<file path="src/rtl/pfu_fetch.sv">
// rtl/pfu_fetch.sv - Prefetch unit: sequential fetch, instruction FIFO, redirect flush (optional PFU_FETCH_ERR_EN)
module pfu_fetch #(
    parameter int unsigned       C_XLEN         = 32,
    parameter int unsigned       C_FIFO_DEPTH   = 4,
    parameter logic [C_XLEN-1:0] C_RESET_VECTOR = '0
) (
    input  logic              clk_i,
    input  logic              clk_en_i,
    input  logic              resetb_i,
    output logic              hvec_pc_ready_o,
    input  logic              hvec_pc_wr_i,
    input  logic [C_XLEN-1:0] hvec_pc_din_i,
    input  logic              imem_req_ready_i,
    output logic              imem_req_valid_o,
    output logic [C_XLEN-1:0] imem_req_addr_o,
    input  logic              imem_rsp_valid_i,
    input  logic [C_XLEN-1:0] imem_rsp_data_i,
    input  logic              imem_rsp_err_i,
    output logic              ids_dav_o,
    input  logic              ids_ack_i,
    output logic [C_XLEN-1:0] ids_ins_o,
    output logic [C_XLEN-1:0] ids_pc_o,
    output logic              ids_ferr_o
);
    localparam int unsigned C_PTR_W = (C_FIFO_DEPTH > 1) ? $clog2(C_FIFO_DEPTH) : 1;
    localparam int unsigned C_CNT_W = C_PTR_W + 1;
    localparam logic [C_CNT_W:0] C_CREDIT = (C_CNT_W + 1)'(C_FIFO_DEPTH);
    localparam logic [C_XLEN-1:0] C_STEP = C_XLEN'(4);

    typedef enum logic {ST_RUN, ST_FLUSH} state_t;

    state_t              state;
    logic [C_XLEN-1:0]   fetch_pc;
    logic [C_XLEN-1:0]   rsp_pc;
    logic [C_CNT_W-1:0]  outstanding;
    logic [C_CNT_W-1:0]  discard;
    logic [C_CNT_W-1:0]  fifo_count;
    logic [C_PTR_W-1:0]  wr_ptr;
    logic [C_PTR_W-1:0]  rd_ptr;
    logic [C_XLEN-1:0]   fifo_ins [C_FIFO_DEPTH];
    logic [C_XLEN-1:0]   fifo_pc  [C_FIFO_DEPTH];
    logic [C_CNT_W:0]    credit_sum;
    logic [C_XLEN-1:0]   target_pc;
    logic                accept;
    logic                req_fire;
    logic                rsp_known;
    logic                push;
    logic                pop;
    logic                err_stop;

    // Redirect target is always word aligned
    assign target_pc        = {hvec_pc_din_i[C_XLEN-1:2], 2'b00};
    assign hvec_pc_ready_o  = (state == ST_RUN) & resetb_i;
    assign accept           = hvec_pc_wr_i & hvec_pc_ready_o & clk_en_i;
    // Every outstanding request owns a FIFO slot, so responses can never overflow
    assign credit_sum       = {1'b0, outstanding} + {1'b0, fifo_count};
    assign imem_req_valid_o = (state == ST_RUN) & clk_en_i & resetb_i & ~hvec_pc_wr_i
                              & (credit_sum < C_CREDIT) & ~err_stop;
    assign imem_req_addr_o  = fetch_pc;
    assign req_fire         = imem_req_valid_o & imem_req_ready_i;
    // A response with nothing outstanding is a protocol violation and is ignored
    assign rsp_known        = imem_rsp_valid_i & (outstanding != '0);
    assign push             = (state == ST_RUN) & rsp_known & ~accept;
    assign ids_dav_o        = (fifo_count != '0);
    assign pop              = ids_ack_i & ids_dav_o & ~accept;
    assign ids_ins_o        = fifo_ins[rd_ptr];
    assign ids_pc_o         = fifo_pc[rd_ptr];

`ifdef PFU_FETCH_ERR_EN
    logic fifo_err [C_FIFO_DEPTH];

    assign ids_ferr_o = fifo_err[rd_ptr] & ids_dav_o;

    // Fetch halts after an errored word is buffered, until the next redirect
    always_ff @(posedge clk_i or negedge resetb_i) begin
        if (!resetb_i) begin
            err_stop <= 1'b0;
        end else if (clk_en_i) begin
            if (accept) begin
                err_stop <= 1'b0;
            end else if (push && imem_rsp_err_i) begin
                err_stop <= 1'b1;
            end
        end
    end

    // Per-entry error flag storage
    always_ff @(posedge clk_i) begin
        if (clk_en_i && push) begin
            fifo_err[wr_ptr] <= imem_rsp_err_i;
        end
    end
`else
    logic unused_rsp_err;

    assign unused_rsp_err = imem_rsp_err_i;
    assign err_stop       = 1'b0;
    assign ids_ferr_o     = 1'b0;
`endif

    // Instruction and PC storage; validity is tracked by fifo_count
    always_ff @(posedge clk_i) begin
        if (clk_en_i && push) begin
            fifo_ins[wr_ptr] <= imem_rsp_data_i;
            fifo_pc[wr_ptr]  <= rsp_pc;
        end
    end

    // Run/flush state machine with fetch, response and FIFO bookkeeping
    always_ff @(posedge clk_i or negedge resetb_i) begin
        if (!resetb_i) begin
            state       <= ST_RUN;
            fetch_pc    <= C_RESET_VECTOR;
            rsp_pc      <= C_RESET_VECTOR;
            outstanding <= '0;
            discard     <= '0;
            fifo_count  <= '0;
            wr_ptr      <= '0;
            rd_ptr      <= '0;
        end else if (clk_en_i) begin
            if (accept) begin
                fetch_pc    <= target_pc;
                rsp_pc      <= target_pc;
                outstanding <= '0;
                fifo_count  <= '0;
                wr_ptr      <= '0;
                rd_ptr      <= '0;
                discard     <= outstanding - (rsp_known ? C_CNT_W'(1) : C_CNT_W'(0));
                state       <= ((outstanding - (rsp_known ? C_CNT_W'(1) : C_CNT_W'(0))) != '0)
                               ? ST_FLUSH : ST_RUN;
            end else begin
                if (req_fire) begin
                    fetch_pc <= fetch_pc + C_STEP;
                end
                if (req_fire && !push) begin
                    outstanding <= outstanding + C_CNT_W'(1);
                end else if (!req_fire && push) begin
                    outstanding <= outstanding - C_CNT_W'(1);
                end
                if (push) begin
                    rsp_pc <= rsp_pc + C_STEP;
                    wr_ptr <= wr_ptr + C_PTR_W'(1);
                end
                if (pop) begin
                    rd_ptr <= rd_ptr + C_PTR_W'(1);
                end
                if (push && !pop) begin
                    fifo_count <= fifo_count + C_CNT_W'(1);
                end else if (!push && pop) begin
                    fifo_count <= fifo_count - C_CNT_W'(1);
                end
                if (state == ST_FLUSH && imem_rsp_valid_i && discard != '0) begin
                    discard <= discard - C_CNT_W'(1);
                    if (discard == C_CNT_W'(1)) begin
                        state <= ST_RUN;
                    end
                end
            end
        end
    end
endmodule
</file>
<file path="config.mk">
export PLATFORM = sky130hd
export DESIGN_NAME = pfu_fetch
export DESIGN_NICKNAME = d
export VERILOG_FILES = /design/src/rtl/pfu_fetch.sv
export SDC_FILE = /design/constraint.sdc
export NUM_CORES = 1
export LEC_CHECK = 0
export BUFFER_PORTS_ARGS = -buffer_cell sky130_fd_sc_hd__buf_2
export CORE_ASPECT_RATIO = 0.6
export CORE_UTILIZATION = 45
export CTS_CLUSTER_DIAMETER = 200
export DETAILED_ROUTE_END_ITERATION = 12
export PLACE_DENSITY = 0.74
export SLEW_MARGIN = 10
export SYNTH_ARGS = -nofsm -noshare
export SYNTH_HDL_FRONTEND = slang
export SYNTH_SLANG_ARGS = --single-unit
</file>
<file path="constraint.sdc">
create_clock -name clk_i -period 4.2 [get_ports clk_i]
set_input_delay 0.42 -clock clk_i [delete_from_list [all_inputs] [get_ports clk_i]]
set_output_delay 0.42 -clock clk_i [all_outputs]
set_load 0.02 [all_outputs]
</file>
==> results of run 1 <==
layout make-up:
cell class,count,area [um2]
timing repair buffer,182,1040
fill,2419,13300
sequential,322,9300
multi-input combinational,473,4010
clock buffer,45,898
clock inverter,10,81.3
tap,400,500
inverter,19,71.3
flip-flops by register name, indices dropped and copies added, names as in the netlist:
signal,cells
rd_ptr,2
rsp_pc,30
wr_ptr,2
fifo_pc,120
imem_req_addr_o,30
discard,3
fifo_ins,128
outstanding,3
state,1
fifo_count,3
cells by family (layout without fill, tap and decap cells):
logic type	after synthesis	after routing	synth area share, %
compound gates	105	105	4.76
xor+xnor	43	43	2.77
fa+ha+maj	15	15	1.49
buf+inv	64	256	2.17
mux	73	73	11.1
simple gates	232	232	9.20
other cells	1	5	0.0276
flops	322	322	68.5
metal layers:
metal | up-vias | GRT usage, % | wire, um
met4 | 0 | 3.57 | 447
met2 | 262 | 27.9 | 13300
li1 | 3695 | - | -
met5 | - | 0 | 0
met3 | 39 | 5.65 | 2240
met1 | 4119 | 29.7 | 13800
worst max path at each step:
| stage | endpoint | slack (ns) | depth (start not counted) | start |
|---|---|---|---|---|
| finish | ids_pc_o[26] | 1.13 | 3 | rd_ptr[0] |
| global route | ids_pc_o[26] | 0.93 | 3 | rd_ptr[0] |
| CTS | ids_pc_o[26] | 1.04 | 3 | rd_ptr[0] |
| detailed placement | imem_req_addr_o[9] | 1.57 | 6 | outstanding[2] |
| global placement | ids_pc_o[26] | 1.65 | 3 | rd_ptr[0] |
| floorplan | fifo_ins[0][0] | 1.01 | 4 | outstanding[2] |
power by group:
group / internal [mW] / switching, mW / total [mW]
registers: 4.05 / 0.747 / 4.80
logic: 1.31 / 1.71 / 3.01
clock network: 1.54 / 1.14 / 2.67
worst max-delay path, stage by stage (launching register included):
cell	delay [ns]
dfrtp_4	0.96
buf_12	0.32
mux4_2	0.59
buf_2	0.19
cells in the mapped netlist, drive strengths merged, types with 2 or more instances:
cell type / count
or4: 3
nor4: 15
fa: 2
clkbuf: 18
o22a: 2
and2: 8
mux2i: 11
or2: 2
xnor2: 17
or3: 7
and4: 6
o32ai: 3
buf: 27
a311oi: 5
nand4: 24
nor2: 43
mux4: 62
nor3: 21
inv: 18
dfrtp: 74
o22ai: 4
xor2: 26
a22oi: 2
a221o: 2
nand3: 31
edfxtp: 248
a211oi: 3
a21oi: 46
nand3b: 2
a31oi: 4
o21ai: 22
nand2: 47
o311a: 2
and3: 12
nor2b: 5
nand4b: 3
ha: 13
timing repair:
item	4_1_cts	5_1_grt
setup endpoints to repair	0	0
hold endpoints to repair	7	0
hold buffers	1	0
gates resized for setup	0	0
metrics by stage:
step	worst slack, ns	cells	area (um2)	power, mW
floorplan	1.01	859	13600	6.77
global placement	1.65	1395	14900	7.81
detailed placement	1.57	1395	14900	7.89
CTS	1.04	1451	15900	10.6
global route	0.931	1451	15900	11.0
finish	1.13	1451	15900	10.5
==> results.md, run 1 <==
* Status: finished, final reports clean
* Worst R2R Path Depth at 6
* DRC at 0
* Synth area leaders: edfxtp_1 (55%), dfrtp_1 (14%), mux4_2 (10%)
* Post-synthesis sequential area ratio at between 60% and 70%
* Post-route ant nets at 0
* Worst slew pin tran at 1.16 ns
* Critical R2R Launch: outstanding[2]
* Crit share post-route at 73.0%
* Antenna Cells at 0
* Hold path depth at 1
* Root Buffer: clkbuf_16
* Cells after Synth at 855
* Final Critical Period at 3.07 ns
* H-tree depth at 1
* Number of global-route vias before repair at 7775
* CTS Buffer Depth at 3
* Arr. time, crit path at ~2.7 ns
* Worst Hold Path EP: fifo_ins[0][31]
* Iteration count of the initial detailed-routing pass at 5
* Final Net Count at roughly 1.1k
* Power Density at 659 nW/um2
* Area leader, netlist: edfxtp_1
* Final Hold Viols at 0
* Crit end category: output pin
* Leading cell type in the layout, fill and taps excluded: edfxtp_1
* Synthesis-to-finish area growth at 17.1%
* IO Count at 172
* Initial Util at 46.5%
* 1st-iter DRT viols at 676
* Netlist cell types at 65
* RSZ-0062 raised after global routing: no
* WL/cell at 20.5 um
* Vias/cell at 5.59
* Hold_sp: imem_rsp_data_i[31]
* Clk pin slew, worst setup/hold paths at roughly 0.06 ns
* Util after Layout at ~54%
* GR Overflow Total at 0
* Total CTS buffers at 30
* Total GRT Usage at around a fifth
* CTS tree: yes
* Core region area at 29200 um2
* Crit path required time at 3.78 ns
* Synth Flop Type: edfxtp_1
* Synth Cell Area at about 14000 um2
* Reg-to-reg endpoint: imem_req_addr_o[9]
* First-pass GRT wire length at 45.4 mm
* Final WL at 29.8 mm
* Lkg Pwr at 5.60 nW
* Yosys reg bits at about 320
* Number of buffers added for setup after CTS at 0
* Relative slew slack at 22.1%
* Slew Limit Fails at 0
* Setup TNS at 0 ns
* Clk sink count at 322
* Critical Path Source Type: flop
* Port-buffer cells at 163
* Final clock skew at 0.0172 ns
* Die area at 30900 um2
* Row cnt at 48
* Antenna violations before repair at 0
* R2R Setup Slk at 1.51 ns
* Setup violations, final at 0
* DPL Wire Length at 19.8 mm
* Highest Clock Rate at 326 MHz
* Crit Path Max Fanout at 41
* RePlAce Congestion at approximately 0.9
* Maximum vdd ir drop at 392 uV
* Worst skew pair latency at approximately 0.56 ns
* Worst Hold Class: input pin to flop
* YS warnings at 0
* Critical path type: flop to output pin
* Largest net degree at the start of global routing at slightly above 70
* Die W at 226 um
* Number of max-cap violations at 0
* EDFF count, synth at 248
* Area share of the largest cell type after synthesis at between 50% and 60%
* Die H at 137 um
* Share of layout cells above drive strength 1 at between 20 and 30%
* Vias at ~8.1k
* Most frequent cells in the layout: edfxtp_1 (248), buf_2 (162), dfrtp_1 (72), mux4_2 (62), nand2_1 (47)
* Async S/R FF share, synth at between 20% and 30%
* Mapped Avg Cell Area at 15.9 um2
* Fin Hold WS at 0.0797 ns
(Power assumes the default switching activity.)
==> inputs of run 2 (changes only) <==
Settings changed: ABC_AREA set to 1, PLACE_DENSITY 0.74 to 0.73.
Clock period 4.2 ns to 2.86 ns, I/O delays scaled along.
==> run 2 against run 1 <==
Global-route usage grew 2.6 points. Total power rose by 68%. Largest power group unchanged. Combinational power is 120% higher. Highest routed layer unchanged. Core utilization down 0.43 points. Critical path depth rose by 1. Cell count grew 48%. Non-clock buffer count increased by 47.
==> results.md, run 2 <==
* EDFF count, synth at 248 (unchanged)
* Setup TNS at 0 ns (unchanged)
* Largest net degree at the start of global routing at 126 (+77%)
* Final Hold Viols at 0 (unchanged)
* Total chip power at 17.6 mW (+68%)
* Leading cell type in the layout, fill and taps excluded: nand2_1
* Post-route ant nets at 0 (unchanged)
* Most frequent cell after synthesis: nand2_1
* Largest registers: fifo_ins x128, fifo_pc x120
* Clk pin slew, worst setup/hold paths at 0.07 ns (about the same)
* DPL Wire Length at 24.4 mm (+24%)
* Worst skew pair latency at 0.58 ns (+0.02 ns)
* Number of global-route vias before repair at 10.4k (+34%)
* Clk sink count at 322 (unchanged)
* Crit Path Max Fanout at 62 (+51%)
* Critical Path Source Type: flop
* RSZ-0062 raised after global routing: no
* Maximum vdd ir drop at 610 uV (+55%)
* Max reg flops at 128 (unchanged)
* Fin Hold WS at 0.0260 ns (-0.0537 ns)
* Vias at 11.5k (+41%)
* IO Count at 172 (unchanged)
* Lkg Pwr at 6.99 nW (+25%)
* Netlist cell types at 39 (-40%)
* Number of max-cap violations at 0 (unchanged)
* CTS tree: yes
* Antenna Cells at 0 (unchanged)
* Cells after Synth at 1502 (+76%)
* H-tree depth at 1 (unchanged)
* Power Density at 1000 nW/um2 (+52%)
* Worst Hold Class: input pin to flop
* DRC at 0 (unchanged)
* Die area at 33600 um2 (+8.9%)
* Synthesis-to-finish area growth at 18.4%
* Share of layout cells above drive strength 1 at 16.7% (-13 points)
* Placement Setup Slack at 0.436 ns (-1.13 ns)
* First-pass GRT wire length at 58.1 mm (+28%)
* Status: finished, final reports clean
* Final Net Count at 1786 (+60%)
* Worst setup margin at 0.170 ns (-0.964 ns)
* GR Overflow Total at 0 (unchanged)
* Die H at 142 um (+4.3%)
* Most frequent cells in the layout: nand2_1 (299), nor2_1 (283), edfxtp_1 (248), buf_2 (162), o21ai_0 (150)
* Final Critical Period at roughly 2.7 ns
* Die W at 236 um (+4.3%)
* RePlAce Congestion at 0.951 (+5.5%)
* Fin area at 17500 um2 (+10%)
* Highest Clock Rate at 372 MHz
* Iteration count of the initial detailed-routing pass at 6 (+1)
* Slew Limit Fails at 0 (unchanged)
* Area of the multi-input gates at 4820 um2 (+20%)
* Critical R2R Launch: outstanding[0]
* Yosys reg bits at 322 (unchanged)
* Largest stage delay on the critical path at 0.56 ns (-0.40 ns)
* Mapped Avg Cell Area at 9.85 um2 (-38%)
* WL/cell at 17.5 um (-15%)
* Crit share post-route at 94.0%
* YS warnings at 0 (unchanged)
* Final clock skew at 0.0337 ns (+0.0165 ns)
* Worst slew pin tran at 0.821 ns (-0.338 ns)
* Core region area at 32400 um2 (+11%)
* Vias/cell at 5.33 (-4.6%)
* Critical path type: flop to output pin
* Row cnt at 51 (+6.3%)
* Total GRT Usage at 22.1% (+2.6 points)
* Antenna violations before repair at 0 (unchanged)
* Crit end category: output pin
* Area leader, netlist: edfxtp_1
* Port-buffer cells at 163 (unchanged)
* Post-synthesis sequential area ratio at 62.8% (-5.6 points)
* Area share of the largest cell type after synthesis at 50.3% (-4.5 points)
* Setup violations, final at 0 (unchanged)
* Placed cell area at 16100 um2 (+8.0%)
* Root Buffer: clkbuf_16
* 1st-iter DRT viols at 1265 (+87%)
* Synth Flop Type: edfxtp_1
* Synth top cells by count: nand2_1 (299), nor2_1 (287), edfxtp_1 (248)
* Final WL at 37.6 mm (+26%)
* Hold_sp: hvec_pc_din_i[14]
* Slowest CP cell: buf_4
* CTS Buffer Depth at 3 (unchanged)
* Synth Cell Area at 14800 um2 (+9.0%)
* Fillers at 2853 (+18%)
* Synth area leaders: edfxtp_1 (50%), dfrtp_1 (13%), nand2_1 (7.6%)
* Crit path required time at 2.57 ns (-1.21 ns)
* Critical Path, Cell by Cell: buf_4 > o21ai_0 > o22ai_1 > buf_2
* Total CTS buffers at 30 (unchanged)
* Arr. time, crit path at 2.40 ns (-0.25 ns)
* Biggest register: fifo_ins
* Relative slew slack at 45.3% (+23 points)
* FF+latch area at 9300 um2 (unchanged)
* Initial Util at 45.6% (-0.88 points)
* Number of buffers added for setup after CTS at 0 (unchanged)
* Critical Path Source: rd_ptr[1]
* Async S/R FF share, synth at 23.0% (unchanged)
==> run 2: cell count changes after synthesis, sizes merged, moves of 15 or more <==
cell / previous run / this run
nor3: 21 / 6
nor4: 15 / 0
nand4: 24 / 8
mux4: 62 / 0
inv: 18 / 96
nand3: 31 / 70
nand2: 47 / 310
o22ai: 4 / 63
nor2: 43 / 308
o21ai: 22 / 156
xnor2: 17 / 1
xor2: 26 / 8
==> run 2: cells by family (layout without fill, tap and decap cells) <==
family	Yosys count	in the layout	share of synthesized area, %
AND/OR/NAND/NOR	710	710	20.2
flip-flops	322	322	62.8
AO/OA/AOI/OAI	278	278	10.2
buffers and inverters	167	384	4.86
adder cells (fa/ha/maj)	15	15	1.37
XOR/XNOR	9	9	0.533
other	1	5	0.0253
==> run 2: layout make-up <==
class	instances	area share, %
clock buffer	38	4.46
clock inverter	18	1.20
inverter	99	2.15
multi-input combinational	1017	27.5
sequential	322	53.1
tap	424	3.03
timing repair buffer	229	8.53
==> run 2: final timing paths <==
path | end | slack, ns | cells after the start
setup reg to reg | fifo_ins[1][11] | 0.43 | 7
hold reg to reg | fifo_count[1] | 0.56 | 2
min in group asynchronous | imem_req_addr_o[7] | 0.28 | 3
max in group asynchronous | rd_ptr[0] | 1.71 | 3
hold / removal | imem_req_addr_o[14] | 0.03 | 5
setup / recovery | ids_pc_o[17] | 0.17 | 4
==> run 2: critical path, delay by kind of cell, from the launching register on <==
kind                   cells  cell delay (ns)
AOI/OAI and AO/OA          2             0.60
buffers and inverters      2             0.81
DFF                        1             0.38
==> run 2: where the power goes <==
group | switching (mW) | leakage (nW) | total [mW] | internal [mW]
clock network | 1.75 | 0.466 | 4.05 | 2.30
registers | 0.979 | 3.09 | 6.92 | 5.94
logic | 4.50 | 3.43 | 6.62 | 2.12
==> run 2: what timing repair did <==
item | CTS | global route
endpoints found under the setup margin | 0 | 12
resized for setup | 0 | 1
hold buffers | 42 | 0
hold endpoints to repair | 157 | 0
==> run 2: metal layers <==
| metal | vias to the layer above | routed length [um] | part of all wire, % | global-route usage [%] |
|---|---|---|---|---|
| met5 | - | 0 | 0 | 0 |
| met4 | 0 | 612 | 1.6 | 4.88 |
| met3 | 54 | 3140 | 8.4 | 6.13 |
| met2 | 395 | 16300 | 43 | 32.4 |
| met1 | 5485 | 17500 | 47 | 32.6 |
| li1 | 5519 | - | - | - |
==> run 2: stage by stage <==
stage	instances	utilization [%]
floorplan	1506	-
global placement	2049	49.7
detailed placement	2049	49.7
CTS	2147	54.0
global route	2147	54.0
finish	2147	54.0
